File: src/rtl/instr_mem_loader_pkg.sv
// rtl/instr_mem_loader_pkg.sv - shared types and constants for the instruction memory loader
// Purpose: loader FSM state encoding plus stream framing constants.
// Ports: none (package).
package instr_mem_loader_pkg;

  typedef enum logic [2:0] {
    ST_IDLE,
    ST_LEN_HI,
    ST_LEN_LO,
    ST_CHECK,
    ST_DATA,
    ST_WRITE,
    ST_DONE,
    ST_ERROR
  } state_t;

  localparam int LEN_BYTES      = 2;
  localparam int BYTES_PER_WORD = 4;
  localparam int LEN_W          = 8 * LEN_BYTES;
  localparam int WORD_W         = 8 * BYTES_PER_WORD;
  localparam int IDX_W          = $clog2(BYTES_PER_WORD);

endpackage

File: src/rtl/instr_mem_loader_if.sv
// rtl/instr_mem_loader_if.sv - byte stream, control and memory write signals of the loader
// Purpose: bundles the loader's stream handshake, session control/status and memory write port.
// Ports (slave = loader view):
//   in : START, BYTE_IN[7:0], BYTE_VALID
//   out: BYTE_READY, MEM_WE, MEM_ADDR[31:0], MEM_WDATA[31:0], CORE_HOLD, BUSY, DONE, ERR
interface instr_mem_loader_if;

  logic        START;
  logic [7:0]  BYTE_IN;
  logic        BYTE_VALID;
  logic        BYTE_READY;
  logic        MEM_WE;
  logic [31:0] MEM_ADDR;
  logic [31:0] MEM_WDATA;
  logic        CORE_HOLD;
  logic        BUSY;
  logic        DONE;
  logic        ERR;

  modport master (
    output START, BYTE_IN, BYTE_VALID,
    input  BYTE_READY, MEM_WE, MEM_ADDR, MEM_WDATA, CORE_HOLD, BUSY, DONE, ERR
  );

  modport slave (
    input  START, BYTE_IN, BYTE_VALID,
    output BYTE_READY, MEM_WE, MEM_ADDR, MEM_WDATA, CORE_HOLD, BUSY, DONE, ERR
  );

endinterface

File: src/rtl/instr_mem_loader_word_assembler.sv
// rtl/instr_mem_loader_word_assembler.sv - big-endian byte-to-word shift register
// Purpose: shifts accepted bytes into a word, most significant byte first.
// Ports:
//   clk, rst_n       : clock, asynchronous active-low reset
//   shift_en         : shift byte_in into the word this cycle
//   clear            : zero the word and restart the byte index
//   byte_in[7:0]     : byte to shift in
//   word[31:0]       : assembled word (registered)
//   word_full        : the current shift completes a word
module word_assembler
  import instr_mem_loader_pkg::*;
(
  input  logic              clk,
  input  logic              rst_n,
  input  logic              shift_en,
  input  logic              clear,
  input  logic [7:0]        byte_in,
  output logic [WORD_W-1:0] word,
  output logic              word_full
);

  logic [IDX_W-1:0] idx;

  // Flags the shift that brings in the last byte so the FSM can leave DATA on that same edge.
  assign word_full = shift_en && (idx == IDX_W'(BYTES_PER_WORD - 1));

  always_ff @(posedge clk or negedge rst_n) begin
    if (!rst_n) begin
      word <= '0;
      idx  <= '0;
    end else if (clear) begin
      word <= '0;
      idx  <= '0;
    end else if (shift_en) begin
      word <= {word[WORD_W-9:0], byte_in};
      idx  <= idx + 1'b1;  // wraps to 0 after the last byte of a word
    end
  end

endmodule

File: src/rtl/instr_mem_loader.sv
// rtl/instr_mem_loader.sv - length-prefixed byte stream loader for the instruction memory
// Purpose: takes a 16-bit word count then big-endian words, writes them to consecutive
//          word addresses from BASE_ADDR, and holds the core until the program is loaded.
// Ports:
//   clk, rst_n : clock, asynchronous active-low reset
//   bus        : instr_mem_loader_if.slave (START, byte stream, memory write, status)
module instr_mem_loader
  import instr_mem_loader_pkg::*;
#(
  parameter logic [31:0] BASE_ADDR   = 32'h0000_0000,
  parameter int          DEPTH_WORDS = 256
) (
  input logic               clk,
  input logic               rst_n,
  instr_mem_loader_if.slave bus
);

  localparam logic [LEN_W:0] DEPTH_L = (LEN_W + 1)'(DEPTH_WORDS);

  state_t            state;
  logic [LEN_W-1:0]  len;
  logic [LEN_W-1:0]  remaining;
  logic [31:0]       addr;
  logic              ready_q, we_q, hold_q, busy_q, done_q, err_q;
  logic              accept;
  logic              shift_en;
  logic              clear;
  logic              word_full;
  logic [WORD_W-1:0] word;

  // ready_q is itself a register, so there is no path from BYTE_VALID to BYTE_READY.
  assign accept   = bus.BYTE_VALID && ready_q;
  assign shift_en = (state == ST_DATA) && accept;
  assign clear    = (state == ST_CHECK);

  word_assembler u_asm (
    .clk       (clk),
    .rst_n     (rst_n),
    .shift_en  (shift_en),
    .clear     (clear),
    .byte_in   (bus.BYTE_IN),
    .word      (word),
    .word_full (word_full)
  );

  always_ff @(posedge clk or negedge rst_n) begin
    if (!rst_n) begin
      state     <= ST_IDLE;
      len       <= '0;
      remaining <= '0;
      addr      <= BASE_ADDR;
      ready_q   <= 1'b0;
      we_q      <= 1'b0;
      hold_q    <= 1'b1;
      busy_q    <= 1'b0;
      done_q    <= 1'b0;
      err_q     <= 1'b0;
    end else begin
      case (state)
        ST_IDLE, ST_DONE, ST_ERROR: begin
          if (bus.START) begin
            state   <= ST_LEN_HI;
            addr    <= BASE_ADDR;
            ready_q <= 1'b1;
            busy_q  <= 1'b1;
            hold_q  <= 1'b1;
            done_q  <= 1'b0;
            err_q   <= 1'b0;
          end
        end
        ST_LEN_HI: begin
          if (accept) begin
            len[LEN_W-1 -: 8] <= bus.BYTE_IN;
            state             <= ST_LEN_LO;
          end
        end
        ST_LEN_LO: begin
          if (accept) begin
            len[7:0] <= bus.BYTE_IN;
            state    <= ST_CHECK;
            ready_q  <= 1'b0;
          end
        end
        ST_CHECK: begin
          if ((len == '0) || ({1'b0, len} > DEPTH_L)) begin
            state  <= ST_ERROR;
            err_q  <= 1'b1;
            busy_q <= 1'b0;
          end else begin
            remaining <= len;
            state     <= ST_DATA;
            ready_q   <= 1'b1;
          end
        end
        ST_DATA: begin
          if (word_full) begin
            state   <= ST_WRITE;
            ready_q <= 1'b0;
            we_q    <= 1'b1;
          end
        end
        ST_WRITE: begin
          we_q      <= 1'b0;
          addr      <= addr + 32'(BYTES_PER_WORD);
          remaining <= remaining - 1'b1;
          if (remaining == LEN_W'(1)) begin
            state  <= ST_DONE;
            done_q <= 1'b1;
            hold_q <= 1'b0;
            busy_q <= 1'b0;
          end else begin
            state   <= ST_DATA;
            ready_q <= 1'b1;
          end
        end
        default: state <= ST_IDLE;
      endcase
    end
  end

  assign bus.BYTE_READY = ready_q;
  assign bus.MEM_WE     = we_q;
  assign bus.MEM_ADDR   = addr;
  assign bus.MEM_WDATA  = word;  // the assembler register holds the finished word throughout WRITE
  assign bus.CORE_HOLD  = hold_q;
  assign bus.BUSY       = busy_q;
  assign bus.DONE       = done_q;
  assign bus.ERR        = err_q;

endmodule
File: src/flat_wrapper.sv
// flat-port wrapper written by rule: the top's interface ports become plain ports
module instr_mem_loader_flat import instr_mem_loader_pkg::*;
#(
  parameter logic [31:0] BASE_ADDR   = 32'h0000_0000,
  parameter int          DEPTH_WORDS = 256
)
  (clk, rst_n, bus_START, bus_BYTE_IN, bus_BYTE_VALID, bus_BYTE_READY, bus_MEM_WE, bus_MEM_ADDR, bus_MEM_WDATA, bus_CORE_HOLD, bus_BUSY, bus_DONE, bus_ERR);
  instr_mem_loader_if bus_i ();
  input logic clk;
  input logic rst_n;
  input wire logic [$bits(bus_i.START)-1:0] bus_START;
  input wire logic [$bits(bus_i.BYTE_IN)-1:0] bus_BYTE_IN;
  input wire logic [$bits(bus_i.BYTE_VALID)-1:0] bus_BYTE_VALID;
  output wire logic [$bits(bus_i.BYTE_READY)-1:0] bus_BYTE_READY;
  output wire logic [$bits(bus_i.MEM_WE)-1:0] bus_MEM_WE;
  output wire logic [$bits(bus_i.MEM_ADDR)-1:0] bus_MEM_ADDR;
  output wire logic [$bits(bus_i.MEM_WDATA)-1:0] bus_MEM_WDATA;
  output wire logic [$bits(bus_i.CORE_HOLD)-1:0] bus_CORE_HOLD;
  output wire logic [$bits(bus_i.BUSY)-1:0] bus_BUSY;
  output wire logic [$bits(bus_i.DONE)-1:0] bus_DONE;
  output wire logic [$bits(bus_i.ERR)-1:0] bus_ERR;
  assign bus_i.START = bus_START;
  assign bus_i.BYTE_IN = bus_BYTE_IN;
  assign bus_i.BYTE_VALID = bus_BYTE_VALID;
  assign bus_BYTE_READY = bus_i.BYTE_READY;
  assign bus_MEM_WE = bus_i.MEM_WE;
  assign bus_MEM_ADDR = bus_i.MEM_ADDR;
  assign bus_MEM_WDATA = bus_i.MEM_WDATA;
  assign bus_CORE_HOLD = bus_i.CORE_HOLD;
  assign bus_BUSY = bus_i.BUSY;
  assign bus_DONE = bus_i.DONE;
  assign bus_ERR = bus_i.ERR;
  instr_mem_loader #(.BASE_ADDR(BASE_ADDR), .DEPTH_WORDS(DEPTH_WORDS)) u_core (.clk(clk), .rst_n(rst_n), .bus(bus_i));
endmodule
File: config.mk
export PLATFORM = sky130hd
export DESIGN_NAME = instr_mem_loader_flat
export DESIGN_NICKNAME = d
export VERILOG_FILES = /design/src/rtl/instr_mem_loader_pkg.sv /design/src/rtl/instr_mem_loader_if.sv /design/src/rtl/instr_mem_loader_word_assembler.sv /design/src/rtl/instr_mem_loader.sv /design/src/flat_wrapper.sv
export SDC_FILE = /design/constraint.sdc
export NUM_CORES = 1
export LEC_CHECK = 0
export BUFFER_PORTS_ARGS = -buffer_cell sky130_fd_sc_hd__buf_2
export CORE_ASPECT_RATIO = 0.5
export CORE_MARGIN = 2
export CORE_UTILIZATION = 45
export CTS_CLUSTER_DIAMETER = 50
export DETAILED_ROUTE_END_ITERATION = 6
export PLACE_DENSITY_LB_ADDON = 0.05
export SKIP_CTS_REPAIR_TIMING = 1
export SLEW_MARGIN = 20
export SYNTH_ARGS = -nofsm -noshare
export SYNTH_HDL_FRONTEND = slang
export SYNTH_HIERARCHICAL = 1
export SYNTH_SLANG_ARGS = --single-unit
File: constraint.sdc
create_clock -name clk -period 3.4 [get_ports clk]
set_clock_uncertainty 0.05 [all_clocks]
set_input_delay 1.02 -clock clk [delete_from_list [all_inputs] [get_ports clk]]
set_output_delay 1.02 -clock clk [all_outputs]
set_load 0.02 [all_outputs]
==> flow_summary.yaml, run 1 <==
global_route:
  overflow: 0
  grt_pass1_wl_mm: 18.8
  grt_pass1_vias: 3570
  grt_antenna_before_repair: 0
  gr-usage-all-layers: 0.192
  grt_max_degree: 43
floorplan:
  placementRows: 27
  die_w_um: 155
  ios: 82
  start_util: 0.465
  coreArea_um2: 11100
  die_area_um2: 12400
  die_h_um: 79.6
layout:
  layout.nets: 586
  antenna_cells: 0
  area_growth_pct: 15.2
  drive_gt1_frac: 0.251
  post-route-util: 0.535
timing:
  fin_ws_ps: 994
  tightestPinTransition_ps: 861
  finalSetupTns_ps: 0
  holdWs_ps: 428
  finalCritPeriodShare: 0.708
  clock.fmax_ghz: 0.416
  finalSetupViolations: 0
  hold_viol_final: 0
  layout_min_cycle_time_ps: 2410
  maxSlewViolCount: 0
  slew_headroom: 0.422
  rsz0062_at_grt: "false"
worst_setup_path:
  end_kind: "flip-flop"
  startpoint_type: "flip-flop"
  cp.arrival_ps: 2590
  cp_slowest_cell: "dfrtp_1"
  worstSetupPathType: "reg -> reg"
  crit_required_ps: 3580
  critPathMaxStageDelay_ps: 620
  cp_cell_sequence: "or2b_2 > nor3_2 > and2_1 > a2bb2oi_1 > o221ai_1 > nor3_2 > mux2_4"
  worst-path-max-fanout: 17
  crit_top_cell: "nor3_2"
  reg2regPathDepth: 7
min_path:
  hp-class: "reg -> reg"
  hold_depth: 1
job:
  max_cap_violations: 0
power_and_ir_drop:
  pwr-share-seq: 0.443
  intPower_mw: 2.64
  p_sw_frac: 0.377
  clock_power_share: 0.240
  p_sw_mw: 1.60
  p_leak_nw: 2.80
  pwr-share-comb: 0.317
  ir_worst_vdd_mv: 0.360
  p_per_area_nw_per_um2: 715
synth:
  avgSynthCellArea_um2: 10.5
  synthArstFlopShare: 1.00
  synth_edf_count: 0
  synth_top_area_share: 0.505
  synth_area_um2: 5150
  yosysSeqAreaShare: 0.511
  synthCells: 492
  synth_top_flop_cell: "dfrtp_1"
  synth_warnings: 6
  synth_cell_types: 62
  synth.area.top_cells: "dfrtp_1, mux2i_1, nor2_1"
  ys_ff_latch: 105
  yosys.area.top_type: "dfrtp_1"
routing:
  drtAntennaViolNets: 0
  vias_per_cell: 5.39
  firstDrtPassIters: 4
  dr_total_vias: 3879
  wl_mm: 11.3
  drt_iter0_drc: 195
  drc: 0
  routedWlPerCell_um: 15.7
clock_network:
  cts_sinks: 105
  cts_max_path_buffers: 2
  cts-buffers-inserted: 9
  cts_tree: "done"
  cts_max_level: 3
  cts_root_buffer: "clkbuf_16"
  clkLatencyLatePin_ps: 350
  cts.clk_slew.worst_paths_ps: 70
placement:
  place_congestion: 0.801
  dpl.hpwl_mm: 7.68
  portBuffers: 79
  preCtsSetupSlack_ps: 693
outcome:
  status: "finished clean"
## synthesized netlist by cell type (2+ instances only)
cell	instances
nand3b_1	2
o211ai_1	9
and2_1	3
clkbuf_1	7
mux2_2	17
a21o_2	2
o21a_1	4
or3_4	2
mux2i_1	47
buf_4	3
nor3_2	4
buf_6	3
nor3_1	10
buf_2	8
o31ai_1	6
dfrtp_1	104
o21ai_1	4
a31oi_1	5
nor2_1	63
nand2_1	53
and3_1	8
or4_1	3
nor4_1	8
a21oi_1	9
ha_1	5
o311ai_0	2
inv_1	7
a21o_1	3
o21ai_0	21
nand4_1	8
o221ai_1	2
or3_1	4
buf_12	3
nand4b_1	2
a2bb2oi_1	2
nor2b_1	4
nand3_1	19
xor2_1	2
## sequential cells by signal, summed over array words and instances, names as in the netlist
name,cells
u_core/bus.BUSY,1
u_core/state,3
u_core/bus.MEM_WE,1
u_core/len,16
u_core/u_asm/word,32
u_core/bus.BYTE_READY,1
u_core/bus.MEM_ADDR,30
u_core/bus.DONE,1
u_core/bus.ERR,1
u_core/u_asm/idx,2
u_core/bus.CORE_HOLD,1
u_core/remaining,16
## through the flow
step	cells	area, um2	power (mW)
after floorplan	493	5150	2.87
after global placement	703	5640	3.25
after detailed placement	703	5640	3.26
after CTS	719	5930	4.30
after global routing	719	5930	4.53
final	719	5930	4.24
## path summary, 6_finish.rpt
| path | endpoint | slack, ps | start |
|---|---|---|---|
| max in group asynchronous | u_core/bus.CORE_HOLD$_DFFE_PN1P_ | 2030 | rst_n |
| min in group asynchronous | u_core/bus.MEM_ADDR[18]$_DFFE_PN0P_ | 600 | rst_n |
| max | u_core/bus.BYTE_READY$_DFFE_PN0P_ | 990 | u_core/state[2]$_DFFE_PN0P_ |
| min reg2reg | u_core/bus.MEM_ADDR[31]$_DFFE_PN0P_ | 430 | u_core/bus.MEM_ADDR[31]$_DFFE_PN0P_ |
| min | u_core/bus.MEM_ADDR[31]$_DFFE_PN0P_ | 430 | u_core/bus.MEM_ADDR[31]$_DFFE_PN0P_ |
| max reg2reg | u_core/bus.BYTE_READY$_DFFE_PN0P_ | 990 | u_core/state[2]$_DFFE_PN0P_ |
## placed cells by master (no fill, tap or decap), types with 6 or more instances in the layout
master / instances
mux2_2: 17
nand2_1: 53
mux2i_1: 47
o31ai_1: 6
and3_1: 8
nor2_1: 62
nand4_1: 8
o211ai_1: 9
nor3_1: 9
buf_4: 11
nor4_1: 8
nand3_1: 19
inv_1: 7
dfrtp_1: 104
buf_2: 78
clkbuf_16: 9
a21oi_1: 9
o21ai_0: 21
## cell type report
class	instances	area, um2
tap	145	181
fill	1014	5150
clock buffer	10	239
sequential	105	2630
timing repair buffer	90	493
inverter	7	26.3
multi-input combinational	356	2310
clock inverter	6	50.0
## kinds of logic after synthesis
group,Yosys count,synth area share
flip-flops,105,0.511
buffers and inverters,32,0.0420
AND/OR/NAND/NOR,203,0.198
AO/OA/AOI/OAI,78,0.100
other,1,0.000728
adder cells (fa/ha/maj),5,0.0122
multiplexers,65,0.131
XOR/XNOR,3,0.00510
## power by group through the flow
stage	clock network [mW]	logic (mW)	registers (mW)
finish	1.02	1.34	1.88
global route	1.10	1.50	1.94
global placement	0	1.35	1.90
floorplan	0	0.972	1.90
CTS	1.06	1.36	1.88
detailed placement	0	1.36	1.90
## critical path: cells and delay by family, from the launching register on
family          cells  cell delay, ps
compound gates      2             340
mux                 1             320
simple gates        4             960
flops               1             620
## layer usage
metal | up-vias | share of wire | routed length, um | GRT usage
li1 | 1924 | - | - | -
met4 | 0 | 0.0041 | 46 | 0.0468
met1 | 1865 | 0.53 | 5950 | 0.286
met5 | - | 0 | 0 | 0
met2 | 86 | 0.42 | 4730 | 0.273
met3 | 4 | 0.051 | 579 | 0.0581
Note: power is estimated with default switching activity, not from simulation.
==> inputs of run 2 (changes only) <==
- clock period: 3.4 -> 2.2 ns (I/O delays scaled with it)
==> run 2 against run 1 <==
Net effect:
- design area rose by 2.9%
- global-route usage rose by 0.23 points
- first-iteration DRC count rose by 7.7%
- core utilization rose by 1.6 points
- register-to-register slack got worse by 870 ps
- non-clock buffer count rose by 15
- clock power rose by 62%
- final cell count rose by 2.1%
- setup slack got worse by 870 ps
- flip-flop and latch count did not move
- largest power group unchanged
- die area did not move
==> flow_summary.yaml, run 2 (same netlist as run 1, synthesis figures left out) <==
outcome:
  status: "finished clean"
timing:
  tightestPinTransition_ps: 578
  layout_min_cycle_time_ps: 2080
  slew_headroom: 0.615
  finalSetupViolations: 0
  clock.fmax_ghz: 0.481
  hold_viol_final: 0
  finalCritPeriodShare: 0.945
  fin_ws_ps: 121
  maxSlewViolCount: 0
  rsz0062_at_grt: "false"
routing:
  dr_total_vias: 4032
  routedWlPerCell_um: 15.5
  wl_mm: 11.3
  drtAntennaViolNets: 0
  drt_iter0_drc: 210
  drc: 0
  firstDrtPassIters: 4
  vias_per_cell: 5.49
power_and_ir_drop:
  ir_worst_vdd_mv: 0.425
  p_leak_nw: 2.89
  p_per_area_nw_per_um2: 1110
floorplan:
  placementRows: 27
  die_w_um: 155
  die_h_um: 79.6
  start_util: 0.465
  coreArea_um2: 11100
  die_area_um2: 12400
  ios: 82
layout:
  antenna_cells: 0
  drive_gt1_frac: 0.277
  top_register: "u_core/u_asm/word"
  area_growth_pct: 18.6
  stdcell_count: 734
  fill_cells: 1027
  mostFrequentLayoutCell: "dfrtp_1"
  final_cell_mix: "dfrtp_1, buf_2, nor2_1, nand2_1, mux2i_1"
  layout.nets: 601
  largest_reg_flops: 32
worst_setup_path:
  cp_cell_sequence: "or2b_4 > nor3_4 > and2_4 > a2bb2oi_1 > o221ai_1 > nor3_2 > mux2_4"
  worstSetupPathType: "reg -> reg"
  cp_top_family: "simple AND/OR/NAND/NOR gates"
  cp.arrival_ps: 2260
  cp_slowest_cell: "dfrtp_1"
  critPathMaxStageDelay_ps: 470
  worst-path-max-fanout: 10
  crit_required_ps: 2380
  startpoint_type: "flip-flop"
  worst-path-buf-inv: 0
  end_kind: "flip-flop"
global_route:
  overflow: 0
  grt_pass1_vias: 3759
  gr-usage-all-layers: 0.194
  grt_antenna_before_repair: 0
  grt_pass1_wl_mm: 19.1
  grt_max_degree: 42
clock_network:
  clkLatencyLatePin_ps: 350
  cts-buffers-inserted: 9
  cts_sinks: 105
  cts_tree: "done"
  cts.clk_slew.worst_paths_ps: 70
  cts_max_level: 3
  cts_root_buffer: "clkbuf_16"
  cts_max_path_buffers: 2
placement:
  dpl.hpwl_mm: 7.91
  placed_cells: 715
  preCtsSetupSlack_ps: 125
  portBuffers: 79
  place_congestion: 0.799
min_path:
  hp-class: "in -> async"
job:
  max_cap_violations: 0
[run 2: cell count changes in the layout (fill, tap and decap cells not counted), sizes merged]
cell | before | now
buf | 90 | 105
clkinv | 4 | 1
bufinv | 0 | 1
clkinvlp | 0 | 1
inv | 9 | 10
[run 2: path summary, 6_finish.rpt]
| kind | to | from | cells after the start | slack [ps] |
|---|---|---|---|---|
| max | u_core/bus.BYTE_READY$_DFFE_PN0P_ | u_core/state[1]$_DFFE_PN0P_ | 7 | 120 |
| min | u_core/bus.MEM_ADDR[16]$_DFFE_PN0P_ | rst_n | 1 | 190 |
| max reg2reg | u_core/bus.BYTE_READY$_DFFE_PN0P_ | u_core/state[1]$_DFFE_PN0P_ | 7 | 120 |
| min reg2reg | u_core/bus.MEM_ADDR[31]$_DFFE_PN0P_ | u_core/bus.MEM_ADDR[31]$_DFFE_PN0P_ | 1 | 420 |
| max in group asynchronous | u_core/bus.CORE_HOLD$_DFFE_PN1P_ | rst_n | 2 | 1330 |
| min in group clk | u_core/bus.MEM_ADDR[31]$_DFFE_PN0P_ | u_core/bus.MEM_ADDR[31]$_DFFE_PN0P_ | 1 | 420 |
[run 2: metrics by stage]
step | cell area, um2 | TNS [ps] | util | hold slack [ps] | power (mW)
2_1_floorplan | 5170 | -67.8 | - | 314 | 4.46
3_3_place_gp | 5760 | 0 | 0.520 | 404 | 5.11
3_5_place_dp | 5760 | 0 | 0.520 | 413 | 5.14
4_1_cts | 6060 | 0 | 0.547 | 190 | 6.82
5_1_grt | 6110 | 0 | 0.551 | 202 | 7.27
6_report | 6110 | 0 | 0.551 | 186 | 6.81
[run 2: area by class of cell]
| type | instances | area (um2) | share of cell area |
|---|---|---|---|
| well taps | 145 | 181 | 0.0297 |
| repair buffers | 105 | 618 | 0.101 |
| clock inverters | 6 | 72.6 | 0.0119 |
| clock buffers | 10 | 229 | 0.0375 |
| multi-input cells | 356 | 2350 | 0.385 |
| flip-flops and latches | 105 | 2630 | 0.430 |
| inverters | 7 | 26.3 | 0.00430 |
[run 2: power by group]
part           switching [mW]  total (mW)  internal [mW]  leakage (nW)
combinational            1.33        2.31          0.988          1.35
sequential              0.454        2.85           2.39          1.39
clock                   0.749        1.65          0.898         0.144
total                    2.53        6.81           4.28          2.89
[run 2: worst register-to-register path: cells and delay by family, from the launching register on]
kind | cells | cell delay (ps)
and+or+nand+nor | 4 | 820
muxes | 1 | 310
AOI/OAI and AO/OA | 2 | 320
DFF | 1 | 470
[run 2: layer usage]
metal,vias up,GRT usage,routed length (um)
li1,1945,-,-
met1,1981,0.280,5890
met2,99,0.285,4710
met3,7,0.0548,640
met4,0,0.0606,98
met5,-,0,0
==> inputs of run 3 (changes only) <==
- SYNTH_HIERARCHICAL: 1 -> not set
- TNS_END_PERCENT: not set -> 1
==> run 3 against run 2 <==
Net effect:
- power decreased by 2.2%
- design area decreased by 2.7%
- routed wire length increased by 4.9%
- critical path depth decreased by 2
- clock-buffer cell count increased by 2
- highest routed layer unchanged
- combinational power decreased by 15%
- setup slack got worse by 5.6 ps
- first-iteration DRC count increased by 36%
- largest power group unchanged
- clock power increased by 12%
==> flow_summary.yaml, run 3 <==
floorplan:
  die_w_um: 151
  ios: 82
  placementRows: 26
  start_util: 0.471
  die_area_um2: 11800
  coreArea_um2: 10400
  die_h_um: 77.7
synth:
  synth_cell_types: 56
  synth_area_um2: 4890
  synth_warnings: 0
  avgSynthCellArea_um2: 9.70
  synth_edf_count: 0
  ys_top_cells_by_count: "dfrtp_1, nand2_1, nand3_1, o21ai_0, nor2_1"
  synthArstFlopShare: 1.00
  yosysSeqAreaShare: 0.538
  ys_ff_latch: 105
  yosys.area.top_type: "dfrtp_1"
  synthCells: 504
  synth.area.top_cells: "dfrtp_1, nand2_1, nand3_1"
  synth_most_common_cell: "dfrtp_1"
  synth_top_area_share: 0.532
  synth_top_flop_cell: "dfrtp_1"
worst_setup_path:
  end_kind: "flip-flop"
  crit_required_ps: 2380
  worstSetupPathType: "reg -> reg"
  cp-endpoint: "u_core.remaining[11]$_DFFE_PN0P_"
  worst-path-max-fanout: 5
  startpoint_type: "flip-flop"
  r2r-end: "u_core.remaining[11]$_DFFE_PN0P_"
  r2r_setup_slack_ps: 120
  cp.arrival_ps: 2270
  reg2reg_from: "u_core.remaining[4]$_DFFE_PN0P_"
  reg2regPathDepth: 5
  crit_start: "u_core.remaining[4]$_DFFE_PN0P_"
timing:
  finalSetupTns_ps: 0
  finalSetupViolations: 0
  tightestPinTransition_ps: 828
  hold_viol_final: 0
  finalCritPeriodShare: 0.948
  slew_headroom: 0.446
  layout_min_cycle_time_ps: 2080
  fin_ws_ps: 115
  clock.fmax_ghz: 0.480
  maxSlewViolCount: 0
placement:
  portBuffers: 79
  dpl.hpwl_mm: 8.30
  preCtsSetupSlack_ps: 92.8
  place_congestion: 0.797
routing:
  wl_mm: 11.9
  dr_total_vias: 4129
  routedWlPerCell_um: 16.0
  firstDrtPassIters: 5
  vias_per_cell: 5.56
  drtAntennaViolNets: 0
  drt_iter0_drc: 286
  drc: 0
layout:
  largest_reg_flops: 32
  multi_input_area_um2: 2130
  antenna_cells: 0
  final_cell_mix: "dfrtp_1, nand2_1, buf_2, nand3_1, o21ai_0"
  drive_gt1_frac: 0.249
  mostFrequentLayoutCell: "dfrtp_1"
  fill_cells: 973
  post-route-util: 0.572
  area_growth_pct: 21.5
  seqCellArea_um2: 2630
  layout.nets: 613
  top_register: "u_core.u_asm.word"
clock_network:
  cts.clk_slew.worst_paths_ps: 70
  cts-buffers-inserted: 9
  cts_tree: "done"
  cts_max_level: 3
  cts_max_path_buffers: 2
  clkLatencyLatePin_ps: 340
  cts_root_buffer: "clkbuf_16"
  cts_sinks: 105
job:
  max_cap_violations: 0
power_and_ir_drop:
  ir_worst_vdd_mv: 0.487
  p_per_area_nw_per_um2: 1120
  p_leak_nw: 2.84
global_route:
  grt_pass1_wl_mm: 20.2
  grt_pass1_vias: 3918
  overflow: 0
  gr-usage-all-layers: 0.219
  grt_antenna_before_repair: 0
  grt_max_degree: 56
min_path:
  hp-class: "in -> async"
outcome:
  status: "finished clean"
-- run 3: cell types whose count changed after synthesis, moves of 5 or more --
cell,before,now
nand2_1,53,103
mux2i_1,47,4
nor2_1,63,24
nand3_1,19,48
a21oi_1,9,22
o21ai_0,21,32
clkbuf_1,7,15
buf_2,8,3
-- run 3: area by class of cell --
class | instances | area share
inverter | 10 | 0.00632
clock buffer | 12 | 0.0415
clock inverter | 4 | 0.0166
tap | 140 | 0.0295
sequential | 105 | 0.443
timing repair buffer | 104 | 0.105
multi-input combinational | 367 | 0.359
-- run 3: metal layers --
| layer | wire [um] | vias to the layer above | global-route usage |
|---|---|---|---|
| met3 | 687 | 14 | 0.0571 |
| met4 | 131 | 0 | 0.0458 |
| li1 | - | 2005 | - |
| met5 | 0 | - | 0 |
| met1 | 5820 | 1988 | 0.323 |
| met2 | 5270 | 122 | 0.324 |
-- run 3: cells by family (layout without fill, tap and decap cells) --
kind of cell / Yosys count / after routing / share of synthesized area
mux: 22 / 22 / 0.0496
compound gates: 103 / 103 / 0.134
flops: 105 / 105 / 0.538
xor+xnor: 2 / 2 / 0.00358
fa+ha+maj: 4 / 4 / 0.0102
simple gates: 234 / 234 / 0.234
buf+inv: 33 / 130 / 0.0307
other cells: 1 / 2 / 0.000767
-- run 3: metrics by stage --
step | std cells | total power [mW] | hold WS (ps) | instance area, um2
after floorplan | 505 | 4.06 | 314 | 4890
final | 742 | 6.66 | 85.6 | 5940
after global routing | 742 | 7.08 | 77.9 | 5940
after detailed placement | 726 | 4.84 | 417 | 5580
after global placement | 726 | 4.81 | 416 | 5580
after CTS | 742 | 6.71 | 77.4 | 5930
-- run 3: how the worst min path moves through the flow --
stage | from | endpoint | slack [ps] | cells past startpoint
finish | rst_n | u_core.u_asm.word[30]$_DFFE_PN0P_ | 90 | 1
global route | rst_n | u_core.u_asm.word[24]$_DFFE_PN0P_ | 80 | 1
CTS | rst_n | u_core.u_asm.word[30]$_DFFE_PN0P_ | 80 | 1
detailed placement | u_core.bus.ERR$_DFFE_PN0P_ | u_core.bus.ERR$_DFFE_PN0P_ | 420 | 1
global placement | u_core.bus.ERR$_DFFE_PN0P_ | u_core.bus.ERR$_DFFE_PN0P_ | 420 | 1
floorplan | rst_n | u_core.bus.BUSY$_DFFE_PN0P_ | 310 | 0
-- run 3: report_power, final --
part / internal [mW] / switching (mW) / total, mW
clock network: 1.15 / 0.700 / 1.85
logic: 0.690 / 1.28 / 1.97
registers: 2.41 / 0.435 / 2.84
-- run 3: critical path, stage by stage, from the launching register on --
cell and delay (ps):
dfrtp_1 400, or3_1 490, or3_4 440, or4_1 430
nand3_1 100, o21ai_1 60
